$ cat src/rtl/branch_sequencer_if.sv
// Fetch-side handshake and branch-target-adder signals of the SPARC PC/nPC sequencer.
// The master drives instruction info and the adder result; the slave is the sequencer.
interface branch_sequencer_if;
  // Handshake: a step is taken on a rising clk edge where step && ready.
  // ready is high only when the sequencer is idle. A step while ready is low is
  // dropped, not queued. Instruction flags, cond, a_bit, icc and jmpl_target are
  // sampled only on that edge. target must be valid on the last adder-wait cycle.
  logic        step;
  logic        ready;
  logic        is_bicc;
  logic        is_call;
  logic        is_jmpl;
  logic [3:0]  cond;
  logic        a_bit;
  logic [3:0]  icc;
  logic [31:0] jmpl_target;
  logic [31:0] target;
  logic        baux;
  logic        disp_sel;
  logic [31:0] pc;
  logic [31:0] npc;
  logic        annul;
  logic [1:0]  state;

  modport master (
    output step, is_bicc, is_call, is_jmpl, cond, a_bit, icc, jmpl_target, target,
    input  ready, baux, disp_sel, pc, npc, annul, state
  );

  modport slave (
    input  step, is_bicc, is_call, is_jmpl, cond, a_bit, icc, jmpl_target, target,
    output ready, baux, disp_sel, pc, npc, annul, state
  );
endinterface

$ cat src/rtl/branch_sequencer.sv
// SPARC PC/nPC sequencer with delayed branches and annulled delay slots.
// Taken Bicc and CALL go through the external target adder via a baux strobe.
module branch_sequencer #(
  parameter logic [31:0] RESET_PC = 32'h0000_0000,
  parameter int          TGT_WAIT = 1
) (
  input logic               clk,
  input logic               reset,
  branch_sequencer_if.slave bus
);

  localparam logic [1:0] ST_RUN  = 2'd0;
  localparam logic [1:0] ST_CALC = 2'd1;
  localparam logic [1:0] ST_WAIT = 2'd2;

  localparam int             CW        = (TGT_WAIT > 1) ? $clog2(TGT_WAIT) : 1;
  localparam logic [CW-1:0]  WAIT_LOAD = CW'(TGT_WAIT - 1);

  logic [1:0]    state;
  logic [31:0]   pc_q;
  logic [31:0]   npc_q;
  logic          annul_q;
  logic          disp_sel_q;
  logic          lat_a;
  logic          lat_bicc;
  logic [3:0]    lat_cond;
  logic [CW-1:0] wait_cnt;

  logic          bicc_taken;
  logic [31:0]   npc_inc;
  logic [31:0]   jmpl_aligned;

  // Low three cond bits pick a base test; cond[3] inverts it (8 = always, 0 = never).
  function automatic logic cond_eval(input logic [3:0] c, input logic [3:0] flags);
    logic n, z, v, cy, base;
    {n, z, v, cy} = flags;
    case (c[2:0])
      3'd0:    base = 1'b0;
      3'd1:    base = z;
      3'd2:    base = z | (n ^ v);
      3'd3:    base = n ^ v;
      3'd4:    base = cy | z;
      3'd5:    base = cy;
      3'd6:    base = n;
      default: base = v;
    endcase
    return base ^ c[3];
  endfunction

  always_comb begin
    bicc_taken   = cond_eval(bus.cond, bus.icc);
    npc_inc      = npc_q + 32'd4;
    jmpl_aligned = bus.jmpl_target & ~32'h0000_0003;
  end

  always_ff @(posedge clk or posedge reset) begin
    if (reset) begin
      state      <= ST_RUN;
      pc_q       <= RESET_PC;
      npc_q      <= RESET_PC + 32'd4;
      annul_q    <= 1'b0;
      disp_sel_q <= 1'b0;
      lat_a      <= 1'b0;
      lat_bicc   <= 1'b0;
      lat_cond   <= 4'h0;
      wait_cnt   <= '0;
    end else begin
      case (state)
        ST_RUN: begin
          if (bus.step) begin
            if (annul_q) begin
              // Squashed delay slot: decode ignored entirely.
              pc_q    <= npc_q;
              npc_q   <= npc_inc;
              annul_q <= 1'b0;
            end else if (bus.is_call) begin
              disp_sel_q <= 1'b1;
              lat_a      <= 1'b0;
              lat_bicc   <= 1'b0;
              lat_cond   <= bus.cond;
              state      <= ST_CALC;
            end else if (bus.is_jmpl) begin
              pc_q    <= npc_q;
              npc_q   <= jmpl_aligned;
              annul_q <= 1'b0;
            end else if (bus.is_bicc && bicc_taken) begin
              disp_sel_q <= 1'b0;
              lat_a      <= bus.a_bit;
              lat_bicc   <= 1'b1;
              lat_cond   <= bus.cond;
              state      <= ST_CALC;
            end else if (bus.is_bicc) begin
              pc_q    <= npc_q;
              npc_q   <= npc_inc;
              annul_q <= bus.a_bit;
            end else begin
              pc_q    <= npc_q;
              npc_q   <= npc_inc;
              annul_q <= 1'b0;
            end
          end
        end
        ST_CALC: begin
          state    <= ST_WAIT;
          wait_cnt <= WAIT_LOAD;
        end
        ST_WAIT: begin
          if (wait_cnt == '0) begin
            // Only BA,a annuls on a taken branch; conditional taken ones run the slot.
            pc_q    <= npc_q;
            npc_q   <= bus.target;
            annul_q <= lat_a & lat_bicc & (lat_cond == 4'h8);
            state   <= ST_RUN;
          end else begin
            wait_cnt <= wait_cnt - CW'(1);
          end
        end
        default: state <= ST_RUN;
      endcase
    end
  end

  assign bus.ready    = (state == ST_RUN);
  assign bus.baux     = (state == ST_CALC);
  assign bus.disp_sel = disp_sel_q;
  assign bus.pc       = pc_q;
  assign bus.npc      = npc_q;
  assign bus.annul    = annul_q;
  assign bus.state    = state;

endmodule

$ cat src/flat_wrapper.sv
// flat-port wrapper written by rule: the top's interface ports become plain ports
module branch_sequencer_flat 
#(
  parameter logic [31:0] RESET_PC = 32'h0000_0000,
  parameter int          TGT_WAIT = 1
)
  (clk, reset, bus_step, bus_is_bicc, bus_is_call, bus_is_jmpl, bus_cond, bus_a_bit, bus_icc, bus_jmpl_target, bus_target, bus_ready, bus_baux, bus_disp_sel, bus_pc, bus_npc, bus_annul, bus_state);
  branch_sequencer_if bus_i ();
  input logic clk;
  input logic reset;
  input wire logic [$bits(bus_i.step)-1:0] bus_step;
  input wire logic [$bits(bus_i.is_bicc)-1:0] bus_is_bicc;
  input wire logic [$bits(bus_i.is_call)-1:0] bus_is_call;
  input wire logic [$bits(bus_i.is_jmpl)-1:0] bus_is_jmpl;
  input wire logic [$bits(bus_i.cond)-1:0] bus_cond;
  input wire logic [$bits(bus_i.a_bit)-1:0] bus_a_bit;
  input wire logic [$bits(bus_i.icc)-1:0] bus_icc;
  input wire logic [$bits(bus_i.jmpl_target)-1:0] bus_jmpl_target;
  input wire logic [$bits(bus_i.target)-1:0] bus_target;
  output wire logic [$bits(bus_i.ready)-1:0] bus_ready;
  output wire logic [$bits(bus_i.baux)-1:0] bus_baux;
  output wire logic [$bits(bus_i.disp_sel)-1:0] bus_disp_sel;
  output wire logic [$bits(bus_i.pc)-1:0] bus_pc;
  output wire logic [$bits(bus_i.npc)-1:0] bus_npc;
  output wire logic [$bits(bus_i.annul)-1:0] bus_annul;
  output wire logic [$bits(bus_i.state)-1:0] bus_state;
  assign bus_i.step = bus_step;
  assign bus_i.is_bicc = bus_is_bicc;
  assign bus_i.is_call = bus_is_call;
  assign bus_i.is_jmpl = bus_is_jmpl;
  assign bus_i.cond = bus_cond;
  assign bus_i.a_bit = bus_a_bit;
  assign bus_i.icc = bus_icc;
  assign bus_i.jmpl_target = bus_jmpl_target;
  assign bus_i.target = bus_target;
  assign bus_ready = bus_i.ready;
  assign bus_baux = bus_i.baux;
  assign bus_disp_sel = bus_i.disp_sel;
  assign bus_pc = bus_i.pc;
  assign bus_npc = bus_i.npc;
  assign bus_annul = bus_i.annul;
  assign bus_state = bus_i.state;
  branch_sequencer #(.RESET_PC(RESET_PC), .TGT_WAIT(TGT_WAIT)) u_core (.clk(clk), .reset(reset), .bus(bus_i));
endmodule
$ cat config.mk
export PLATFORM = sky130hd
export DESIGN_NAME = branch_sequencer_flat
export DESIGN_NICKNAME = d
export VERILOG_FILES = /design/src/rtl/branch_sequencer_if.sv /design/src/rtl/branch_sequencer.sv /design/src/flat_wrapper.sv
export SDC_FILE = /design/constraint.sdc
export NUM_CORES = 1
export LEC_CHECK = 0
export ABC_AREA = 1
export ABC_CLOCK_PERIOD_IN_PS = 5600
export BUFFER_PORTS_ARGS = -buffer_cell sky130_fd_sc_hd__clkbuf_2
export CAP_MARGIN = 20
export CORE_ASPECT_RATIO = 0.7
export CORE_MARGIN = 4
export CORE_UTILIZATION = 45
export CTS_CLUSTER_DIAMETER = 150
export DETAILED_ROUTE_END_ITERATION = 12
export PLACE_DENSITY = 0.73
export SLEW_MARGIN = 30
export SYNTH_ARGS = -nofsm -noshare
export SYNTH_HDL_FRONTEND = slang
export SYNTH_SLANG_ARGS = --single-unit
$ cat constraint.sdc
create_clock -name clk -period 5.6 [get_ports clk]
set_clock_uncertainty 0.05 [all_clocks]
set_input_delay 1.68 -clock clk [delete_from_list [all_inputs] [get_ports clk]]
set_output_delay 1.68 -clock clk [all_outputs]
set_load 0.005 [all_outputs]
==> metrics list, run 1 <==
- In the final timing run, aggregate negative setup slack is 0 ns.
- In the synthesized netlist, the number of instances is 635.
- 1st-pass router iterations: 5
- Remaining global-route overflow: 0
* Simple-gate portion of the synthesized area: 34.3%
- The floorplan step defined a core boundary enclosing 0.00929 sq mm.
- Outcome: finished, final reports clean
- Floorplan die width: 126 microns
- Unrepaired setup endpoints after global routing: no
- Post-Synth XOR/XNOR Area: 1.59%
- Count of flip-flops with a built-in enable after synthesis: 0
- Fillers: 899
- Once the floorplan was initialized, standard cells occupied 47.4% of the core.
* Number of nets produced by synthesis: 715
- Proportion of synthesized area in mux cells: 0.455%
* Warnings, synthesis: 0
- In this run the clock root is driven by a clkbuf_16.
- The worst hold path begins at u_core.bus.pc[12].
- In this run the critical register-to-register path is launched from u_core.bus.state[1].
- Pin count of the biggest net entering global routing: 109
- After detailed routing, the number of vias per cell comes to 5.26.
- Number of levels the H-tree was split into: 3
- At the worst endpoint, the arrival time is 3.54 ns.
* Required time at the worst-slack endpoint: 5.73 ns
* Final routed DRC violation total: 0
- Static power due to leakage: 0.00291 uW
* Multi-input logic area: 0.00221 sq mm
- After synthesis, flip-flops and latches occupy 42.1% of the total area.
* Launching element type of the critical path: input port
- For this design, the sink count on the clock tree is 74.
- Total of flip-flops plus latches after synthesis: 74
- Worst voltage drop across the vdd grid: 0.267 mV
* Portion of the clock cycle consumed by the worst path in the final layout: 60.9%
- Antenna Violating Nets Remaining: 0
- After synthesis, the share of flip-flops with an asynchronous set or reset is 100%.
- Dividing the detail-routed wire length by the instance count gives 15.5 microns.
- Sum of internal, switching and leakage power: 2730 uW
- Hold Path Stages: 2
- Inserted Clock Buffers: 9
- Number of nets in the layout: 852
- In this run, distinct cell masters in the synthesized netlist total 30.
- Hold buffers post-CTS: 0
- Most used cells in the layout excluding fill and tap cells: nand2_1, clkbuf_2, o21ai_0, dfrtp_1, nand3_1
- Wire length of the first global-routing pass: 23,000 microns
* Hold Fails Final Rpt: 0
* IO Port Bufs: 146
- Slew headroom: 38.5%
- Before CTS, the worst setup slack after placement is 1.57 ns.
- Register Area: 0.00185 sq mm
- Setup violations remaining at the end of the flow were counted as 0.
* Area share of the largest cell type after synthesis: 41.5%
- Along the worst path, the maximum fanout reaches 108.
* Clock tree from TritonCTS: built
* Power per cell area: 494 mW/mm^2
- Cell type contributing the most total cell area after synthesis: dfrtp_1
- Clock transition at the registers of the reported paths: 0.06 ns
- Count of routing violations after the opening detailed-route iteration: 313
* Crit path from: bus_cond[1]
- The worst register-to-register path has a depth of 8.
- DIE AREA: 0.0115 sq mm
- Fraction of final layout cells sized beyond drive strength 1: 22.4%
- The congestion estimate from routability-driven global placement came to 0.884.
* Adder-cell area share of the yosys netlist: 0.284%
* Minimum clock period: 3.41 ns
* Number of resized instances in the post-cts repair step: 0
* Top post-synthesis cells by area: dfrtp_1, nand2_1, o21ai_0
- Global routing used 25.0% of the available tracks.
- The endpoint identified for the worst register-to-register timing path is u_core.bus.npc[18].
- The final layout contains routed wiring with a total length of 14,000 microns.
- Floorplan die height: 90.7 microns
- Kind of capture point of the worst setup path: register
* Netlist area before placement: 0.00440 sq mm
- Worst-case register-to-register setup slack: 2.37 ns
- Antenna violations before repair: 0
* Prevailing post-synth register cell: dfrtp_1
* Number of cells after detailed placement: 885
- The number of antenna diodes in the final layout is 0.
- Relative to the synthesized area, the layout overhead comes to 25.6%.
- Highest attainable clock frequency: 293 MHz
- Worst Slack Setup Final: 2.19 ns
- Compound-cell area share of the yosys netlist: 13.4%
* Worst min-delay path endpoint: u_core.bus.pc[12]
* Setup bufs post-CTS: 0
* I/O Pins: 149
- At the pin with the least slew margin, the transition time is 0.917 ns.
- The number of max-slew violations in the final report came to 0.
* Deepest clock path buffer count: 2
- Post-route non-filler standard cell count: 901
* Commonest non-fill, non-tap cell in the layout: nand2_1
* Via count of the first global-routing pass: 4,492
* Type of the tightest min-delay check: reg -> reg
- Each instance of the synthesized netlist takes up on average 6.93 sq um.
- The floorplan has 29 rows.
- Once detailed placement completed, the half-perimeter wirelength came to 10,300 microns.
- Max_cap viols: 0
* Clock latency on the worst-skew pair: 0.33 ns
- The critical path in this run is classified as in -> reg.
- Summing over every cut layer, the via total after detailed routing is 4,735.
- After synthesis, the largest family of logic cells by area is simple AND/OR/NAND/NOR gates.
per-layer routing:
layer | vias up | track usage (%) | wire length [microns]
li1 | 2336 | - | -
met1 | 2151 | 36.5 | 6520
met2 | 233 | 36.8 | 5980
met3 | 15 | 7.21 | 1330
met4 | 0 | 5.18 | 149
met5 | - | 0 | 0
registers in the layout, summed over array words and instances (netlist names):
register	count
u_core.bus.annul	1
u_core.lat_cond	4
u_core.bus.state	2
u_core.bus.pc	32
u_core.lat_bicc	1
u_core.bus.npc	32
u_core.bus.disp_sel	1
u_core.lat_a	1
final cells by class:
cell class                 count  share of cell area, %
clock inverter                 5                   1.40
clock buffer                  11                   4.39
timing repair buffer         151                   13.9
inverter                      57                   3.92
sequential                    74                   33.5
tap                          124                   2.81
multi-input combinational    479                   40.0
critical path, stage by stage:
cell and delay [ns]:
clkbuf_2 0.12, inv_1 0.11, nor2_1 0.05, nand3_1 0.07, nand2_1 0.05, nor2_1 0.20
a21oi_1 0.11, nor2_2 0.16, nand3_4 0.25, nand2_8 0.48, o21ai_0 0.19
cells by family (layout without fill, tap and decap cells):
| logic type | after synthesis | count (layout) |
|---|---|---|
| xor+xnor | 8 | 8 |
| compound gates | 107 | 107 |
| buf+inv | 82 | 224 |
| simple gates | 361 | 361 |
| fa+ha+maj | 1 | 1 |
| flops | 74 | 74 |
| mux | 2 | 2 |
through the flow:
stage               hold WS, ns  area (sq um)  utilization [%]
finish                    0.422          5530             59.5
CTS                       0.427          5520             59.4
floorplan                 0.403          4400                -
detailed placement        0.411          5200             56.0
global route              0.451          5530             59.5
global placement          0.408          5190             55.9
synthesized netlist by cell type, drive strengths merged (4+ instances only):
cell type and count:
dfrtp 73, nand4 5, nand3 63, buf 14, a21boi 8, o211ai 4, nand2 229, inv 57
nor3 13, a2bb2oi 4, xor2 8, clkbuf 11, o21ai 78, nor2 47, a21oi 9
report_power, final:
part / internal [uW] / leakage (uW) / switching, uW
Combinational: 421 / 0.00182 / 641
Sequential: 776 / 0.000930 / 267
Clock: 401 / 0.000156 / 225
how the worst max path moves through the flow:
stage	to	slack, ns
5_1_grt	u_core.bus.npc[18]	1.95
4_1_cts	u_core.bus.npc[8]	1.91
3_3_place_gp	u_core.bus.pc[17]	1.66
6_report	u_core.bus.npc[8]	2.19
2_1_floorplan	u_core.bus.annul	1.99
3_5_place_dp	u_core.bus.npc[8]	1.57
No activity file was read; power rests on OpenSTA's default activity.
==> inputs of run 2 (changes only) <==
--- a/config.mk
+++ b/config.mk
@@ -6,7 +6,7 @@
 export NUM_CORES = 1
 export LEC_CHECK = 0
 export ABC_AREA = 1
-export ABC_CLOCK_PERIOD_IN_PS = 5600
+export ABC_CLOCK_PERIOD_IN_PS = 3300
 export BUFFER_PORTS_ARGS = -buffer_cell sky130_fd_sc_hd__clkbuf_2
 export CAP_MARGIN = 20
 export CORE_ASPECT_RATIO = 0.7
==> constraint.sdc (replaced) <==
create_clock -name clk -period 3.3 [get_ports clk]
set_clock_uncertainty 0.05 [all_clocks]
set_input_delay 0.99 -clock clk [delete_from_list [all_inputs] [get_ports clk]]
set_output_delay 0.99 -clock clk [all_outputs]
set_load 0.005 [all_outputs]
==> metrics list, run 2 (synthesis results as in run 1) <==
- The total placed instance area came to 0.00531 sq mm (+2.1%).
- Routed signal wires occupy layers up through met4.
* Fraction of final layout cells sized beyond drive strength 1: 23.2% (+0.79 points)
- 1st-pass router iterations: 5 (unchanged)
* Clock tree from TritonCTS: built
* Most used cells in the layout excluding fill and tap cells: nand2_1, clkbuf_2, o21ai_0, dfrtp_1, nand3_1
* Clock transition at the registers of the reported paths: 0.06 ns (about the same)
* Via count: 4,805 (+1.5%)
- The final-report hold violation count was 0 (unchanged).
- Type of the tightest min-delay check: reg -> reg
* Deepest clock path buffer count: 2 (unchanged)
* Static power due to leakage: 0.00295 uW (+1.5%)
- Launching element type of the critical path: input port
- Number of resized instances in the post-cts repair step: 0 (unchanged)
* Number of nets in the layout: 860 (+0.94%)
- DIE AREA: 0.0115 sq mm (unchanged)
- The count of antenna diodes in the layout came to 0 (unchanged).
- Type of the worst setup path: in -> reg
- The clock network latency to the later pin of the worst-skew pair is 0.33 ns (about the same).
- Outcome: finished, final reports clean
- The number of vias per cell after detailed routing is 5.29 (+0.59%).
- From synthesis to final layout, the design area changed by 27.0%.
- The count of input and output buffers was 146 (unchanged).
* I/O Pins: 149 (unchanged)
* Worst voltage drop across the vdd grid: 0.391 mV (+47%)
- Transition at the pin with the smallest max-transition slack: 0.643 ns (-0.274 ns)
- Count of routing violations after the opening detailed-route iteration: 305 (-2.6%)
- The leftover overflow at the end of global routing was 0 (unchanged).
- The post-route cell area came to 0.00559 sq mm (+1.2%).
* Sum Neg Setup Slack: 0 ns (unchanged)
* Setup bufs post-CTS: 0 (unchanged)
- CTS Root Buffer Type: clkbuf_16
- After layout, the minimum clock period comes to 2.42 ns.
- Floorplan die width: 126 microns (unchanged)
- The depth of the worst hold-timing path came to 2 (unchanged).
* Power per cell area: 823 mW/mm^2 (+67%)
- Portion of the clock cycle consumed by the worst path in the final layout: 73.3%
- The all-layer global routing usage is 25.1% (+0.11 points).
- Final routed DRC violation total: 0 (unchanged)
* Routed length on met3: 1210 microns (-8.9%)
* Antenna violations before repair: 0 (unchanged)
* Max_cap viols: 0 (unchanged)
* Inserted Clock Buffers: 9 (unchanged)
- Final Setup Violations: 0 (unchanged)
* Slew headroom: 56.8% (+18 points)
* Worst-case reg-to-reg path depth: 12 (+4)
- Num Clock Sinks: 74 (unchanged)
- Routed len/inst: 15.7 microns (+1.2%)
* Highest net fanout along the worst path: 13 (-88%)
- Floorplan die height: 90.7 microns (unchanged)
- The wire length on met1 came to 6710 microns (+2.9%).
* Commonest non-fill, non-tap cell in the layout: nand2_1
* Wire length of the first global-routing pass: 23,200 microns (+0.99%)
- Worst EP arrival: 2.61 ns (-0.93 ns)
- Total met2 wirelength after detailed routing: 6040 microns (+1.0%)
- Unrepaired setup endpoints after global routing: no
* Kind of capture point of the worst setup path: register
- Row count: 29 (unchanged)
- Number of levels the H-tree was split into: 3 (unchanged)
- The detailed placement HPWL is 10,800 microns (+5.4%).
- Highest attainable clock frequency: 413 MHz
- The number of antenna-violating nets in the routed design came to 0 (unchanged).
- Effective utilization at floorplan: 47.4% (unchanged)
* Final weighted congestion of routability-driven global placement: 0.926 (+4.7%)
- Wirelength, routed: 14,300 microns (+2.1%)
* Final number of max-transition violations: 0 (unchanged)
- Pin count of the biggest net entering global routing: 36 (-67%)
- Via count of the first global-routing pass: 4,527 (+0.78%)
* Required time at the worst-slack endpoint: 3.49 ns (-2.24 ns)
- Core footprint: 0.00929 sq mm (unchanged)
* Hold buffers post-CTS: 0 (unchanged)
==> run 2: cell type report <==
class,count,area (sq um)
Inverter,57,214
Multi-Input combinational cell,479,2200
Clock inverter,6,57.6
Tap cell,124,155
Timing Repair Buffer,159,878
Clock buffer,10,229
Fill cell,939,3700
Sequential cell,74,1850
==> run 2: report_power, final <==
part,switching (uW),internal [uW]
registers,446,1320
clock network,364,580
logic,1130,768
total,1940,2660
==> run 2: routing by layer <==
metal  track usage (%)  up-vias
met5                 0        -
met4              7.68        0
met3              6.26       28
met2              36.5      221
met1              36.6     2195
li1                  -     2361
==> run 2: path summary, 6_finish.rpt <==
| kind | end | slack [ns] | startpoint |
|---|---|---|---|
| max | u_core.bus.npc[27] | 0.88 | bus_is_jmpl |
| min | u_core.bus.pc[30] | 0.44 | u_core.bus.pc[30] |
| min in group asynchronous | u_core.bus.npc[7] | 0.59 | reset |
| max reg2reg | u_core.bus.npc[22] | 0.88 | u_core.bus.npc[2] |
| min reg2reg | u_core.bus.pc[30] | 0.44 | u_core.bus.pc[30] |
| max in group asynchronous | u_core.bus.npc[12] | 1.95 | reset |
==> run 2: critical path, cell delays in order <==
cell	delay, ns
clkbuf_2	0.09
inv_1	0.13
nor2_1	0.07
inv_1	0.34
nand2_1	0.51
nand2_1	0.19
a21boi_0	0.10
o21ai_0	0.18
==> run 2: stage by stage <==
stage          utilization, %  setup slack [ns]  cells  power [uW]  hold WS, ns
6_report                 60.2             0.880    909        4600        0.435
5_1_grt                  60.2             0.626    909        4990        0.455
3_3_place_gp             57.1             0.628    893        3580        0.409
4_1_cts                  60.2             0.890    909        4620        0.438
2_1_floorplan               -             0.380    635        2760        0.403
3_5_place_dp             57.1             0.573    893        3650        0.423
==> inputs of run 3 (changes only) <==
--- a/config.mk
+++ b/config.mk
@@ -6,7 +6,7 @@
 export NUM_CORES = 1
 export LEC_CHECK = 0
 export ABC_AREA = 1
-export ABC_CLOCK_PERIOD_IN_PS = 3300
+export ABC_CLOCK_PERIOD_IN_PS = 2500
 export BUFFER_PORTS_ARGS = -buffer_cell sky130_fd_sc_hd__clkbuf_2
 export CAP_MARGIN = 20
 export CORE_ASPECT_RATIO = 0.7
==> constraint.sdc (replaced) <==
create_clock -name clk -period 2.5 [get_ports clk]
set_clock_uncertainty 0.05 [all_clocks]
set_input_delay 0.75 -clock clk [delete_from_list [all_inputs] [get_ports clk]]
set_output_delay 0.75 -clock clk [all_outputs]
set_load 0.005 [all_outputs]
==> metrics list, run 3 (synthesis results as in run 1) <==
* Outcome: finished, final reports clean
- Worst voltage drop across the vdd grid: 0.459 mV (+17%)
- Sum Neg Setup Slack: 0 ns (unchanged)
* Kind of capture point of the worst setup path: register
- Portion of the clock cycle consumed by the worst path in the final layout: 86.9%
- The sequential cell area was 0.00185 sq mm (unchanged).
* Worst-case register-to-register setup slack: 0.35 ns (-0.53 ns)
- Slew headroom: 55.1% (-1.7 points)
* Minimum clock period: 2.17 ns
* 1st-pass router iterations: 5 (unchanged)
- The number of global-route vias before repair was 4,702 (+3.9%).
- The count of routing violations after the opening detailed-route iteration is 418 (+37%).
* Final core utilization: 61.1% (+0.90 points)
* Final number of max-transition violations: 0 (unchanged)
- Final Setup Violations: 0 (unchanged)
- The starting utilization of the core area is 47.4% (unchanged).
* Clock tree from TritonCTS: built
- The pre-CTS setup slack was 0.0216 ns (-0.551 ns).
- Floorplan die width: 126 microns (unchanged)
- Post-detailed-route via-to-cell ratio: 5.28 (about the same)
* Post-detail-place hpwl: 10,900 microns (+0.94%)
- Setup repair after global routing left no endpoint under its margin.
* Deepest clock path buffer count: 2 (unchanged)
- The initial antenna violation count was 0 (unchanged).
* Multi-input logic area: 0.00220 sq mm (unchanged)
- Worst Hold Launch: u_core.bus.pc[11]
* Worst-case reg-to-reg path depth: 9 (-3)
- The vertical extent of the die is 90.7 microns (unchanged).
- The transition time of the tightest slew-check pin is 0.672 ns (+0.0291 ns).
- The number of sinks handled by clock tree synthesis is 74 (unchanged).
* Worst Slack Setup Final: 0.328 ns (-0.553 ns)
* Worst reg2reg path endpoint: u_core.bus.npc[18]
- Power per cell area: 1110 mW/mm^2 (+34%)
* Wirelength, routed: 14,400 microns (+0.92%)
- The pin count of the biggest net entering global routing is 61 (+69%).
- Final weighted congestion of routability-driven global placement: 0.922 (-0.35%)
- Inserted Clock Buffers: 9 (unchanged)
- DIE AREA: 0.0115 sq mm (unchanged)
- The number of antenna-violating nets in the routed design was 0 (unchanged).
- The max-cap violation count came to 0 (unchanged).
* Hold buffers post-CTS: 0 (unchanged)
* Worst min-delay path endpoint: u_core.bus.pc[11]
- Final routed DRC violation total: 0 (unchanged)
* CTS Root Buffer Type: clkbuf_16
- The wire length per cell after detailed routing came to 15.7 microns (+0.15%).
- Row count: 29 (unchanged)
- Wire length of the first global-routing pass: 23,500 microns (+1.0%)
- The library cell used most frequently in the layout, excluding fill and tap cells, is nand2_1.
* I/O Pins: 149 (unchanged)
- The count of input and output buffers came to 146 (unchanged).
* Area Overhead vs Synth: 28.9%
- The post-layout total power came to 6270 uW (+36%).
- Via count: 4,838 (+0.69%)
- Highest net fanout along the worst path: 15 (+2)
- Fraction of final layout cells sized beyond drive strength 1: 24.0% (+0.81 points)
* Number of nets in the layout: 867 (+0.81%)
- The clock-pin transition on the worst setup and hold timing paths is 0.06 ns (about the same).
* Type of the tightest min-delay check: reg -> reg
- Timing would allow up to 460 MHz.
- Number of resized instances in the post-cts repair step: 0 (unchanged)
- Static power due to leakage: 0.00299 uW (+1.1%)
* Number of levels the H-tree was split into: 3 (unchanged)
- The startpoint identified for the worst register-to-register timing path is u_core.bus.npc[2].
- The number of fill cells in the layout is 928 (-1.2%).
* Type of the worst setup path: in -> reg
- The all-layer global routing usage is 25.5% (+0.42 points).
- Launching element type of the critical path: input port
- Required time at the worst-slack endpoint: 2.65 ns (-0.84 ns)
- The critical path starts at bus_cond[1].
- The count of antenna diodes in the layout was 0 (unchanged).
* Remaining global-route overflow: 0 (unchanged)
- The core box area is 0.00929 sq mm (unchanged).
- The final-report hold violation count is 0 (unchanged).
* Clock latency on the worst-skew pair: 0.34 ns (about the same)
- Worst EP arrival: 2.32 ns (-0.29 ns)
- The worst hold-check slack was 0.431 ns (-0.00391 ns).
- Setup bufs post-CTS: 0 (unchanged)
- The top cell types in the final layout, fill and taps aside, are nand2_1, clkbuf_2, o21ai_0, dfrtp_1, nand3_1.
* Hold Path Stages: 2 (unchanged)
-- run 3: layer usage --
layer | up-vias | GRT usage [%] | share of wire (%)
li1 | 2363 | - | -
met1 | 2216 | 36.8 | 46
met2 | 246 | 38.9 | 43
met3 | 13 | 6.15 | 10
met4 | 0 | 5.54 | 0.85
met5 | - | 0 | 0
-- run 3: final cells by class --
| class | instances | area share, % |
|---|---|---|
| multi-input combinational | 479 | 38.8 |
| clock buffer | 9 | 3.97 |
| tap | 124 | 2.73 |
| inverter | 57 | 3.84 |
| clock inverter | 7 | 1.79 |
| timing repair buffer | 166 | 16.2 |
| sequential | 74 | 32.6 |
-- run 3: worst max-delay path by stage --
stage / cells past startpoint / slack, ns / to
detailed placement: 13 / 0.02 / u_core.lat_cond[2]
finish: 13 / 0.33 / u_core.lat_cond[2]
global route: 12 / 0.08 / u_core.lat_cond[2]
floorplan: 14 / 0.45 / u_core.bus.npc[12]
global placement: 12 / 0.12 / u_core.lat_cond[1]
CTS: 12 / 0.38 / u_core.lat_cond[2]
-- run 3: worst max-delay path, stage by stage --
cell and delay, ns:
clkbuf_2 0.12, inv_1 0.12, nor2_1 0.05, nand3_1 0.06, nand2_1 0.06, nor2_1 0.19
nand2_1 0.08, nand2_1 0.06, nand3_1 0.10, nand2_1 0.08, nand3_1 0.37, nand2_1 0.17
o21ai_0 0.10
-- run 3: where the power goes --
group / internal (uW) / total (uW) / switching (uW)
sequential: 1740 / 2320 / 584
clock: 880 / 1410 / 527
combinational: 1040 / 2540 / 1510
total: 3650 / 6270 / 2620
-- run 3: metrics by stage --
stage,std cells,instance area (sq um)
after floorplan,635,4410
after detailed placement,900,5350
after global placement,900,5350
after CTS,916,5680
final,916,5680
after global routing,916,5680
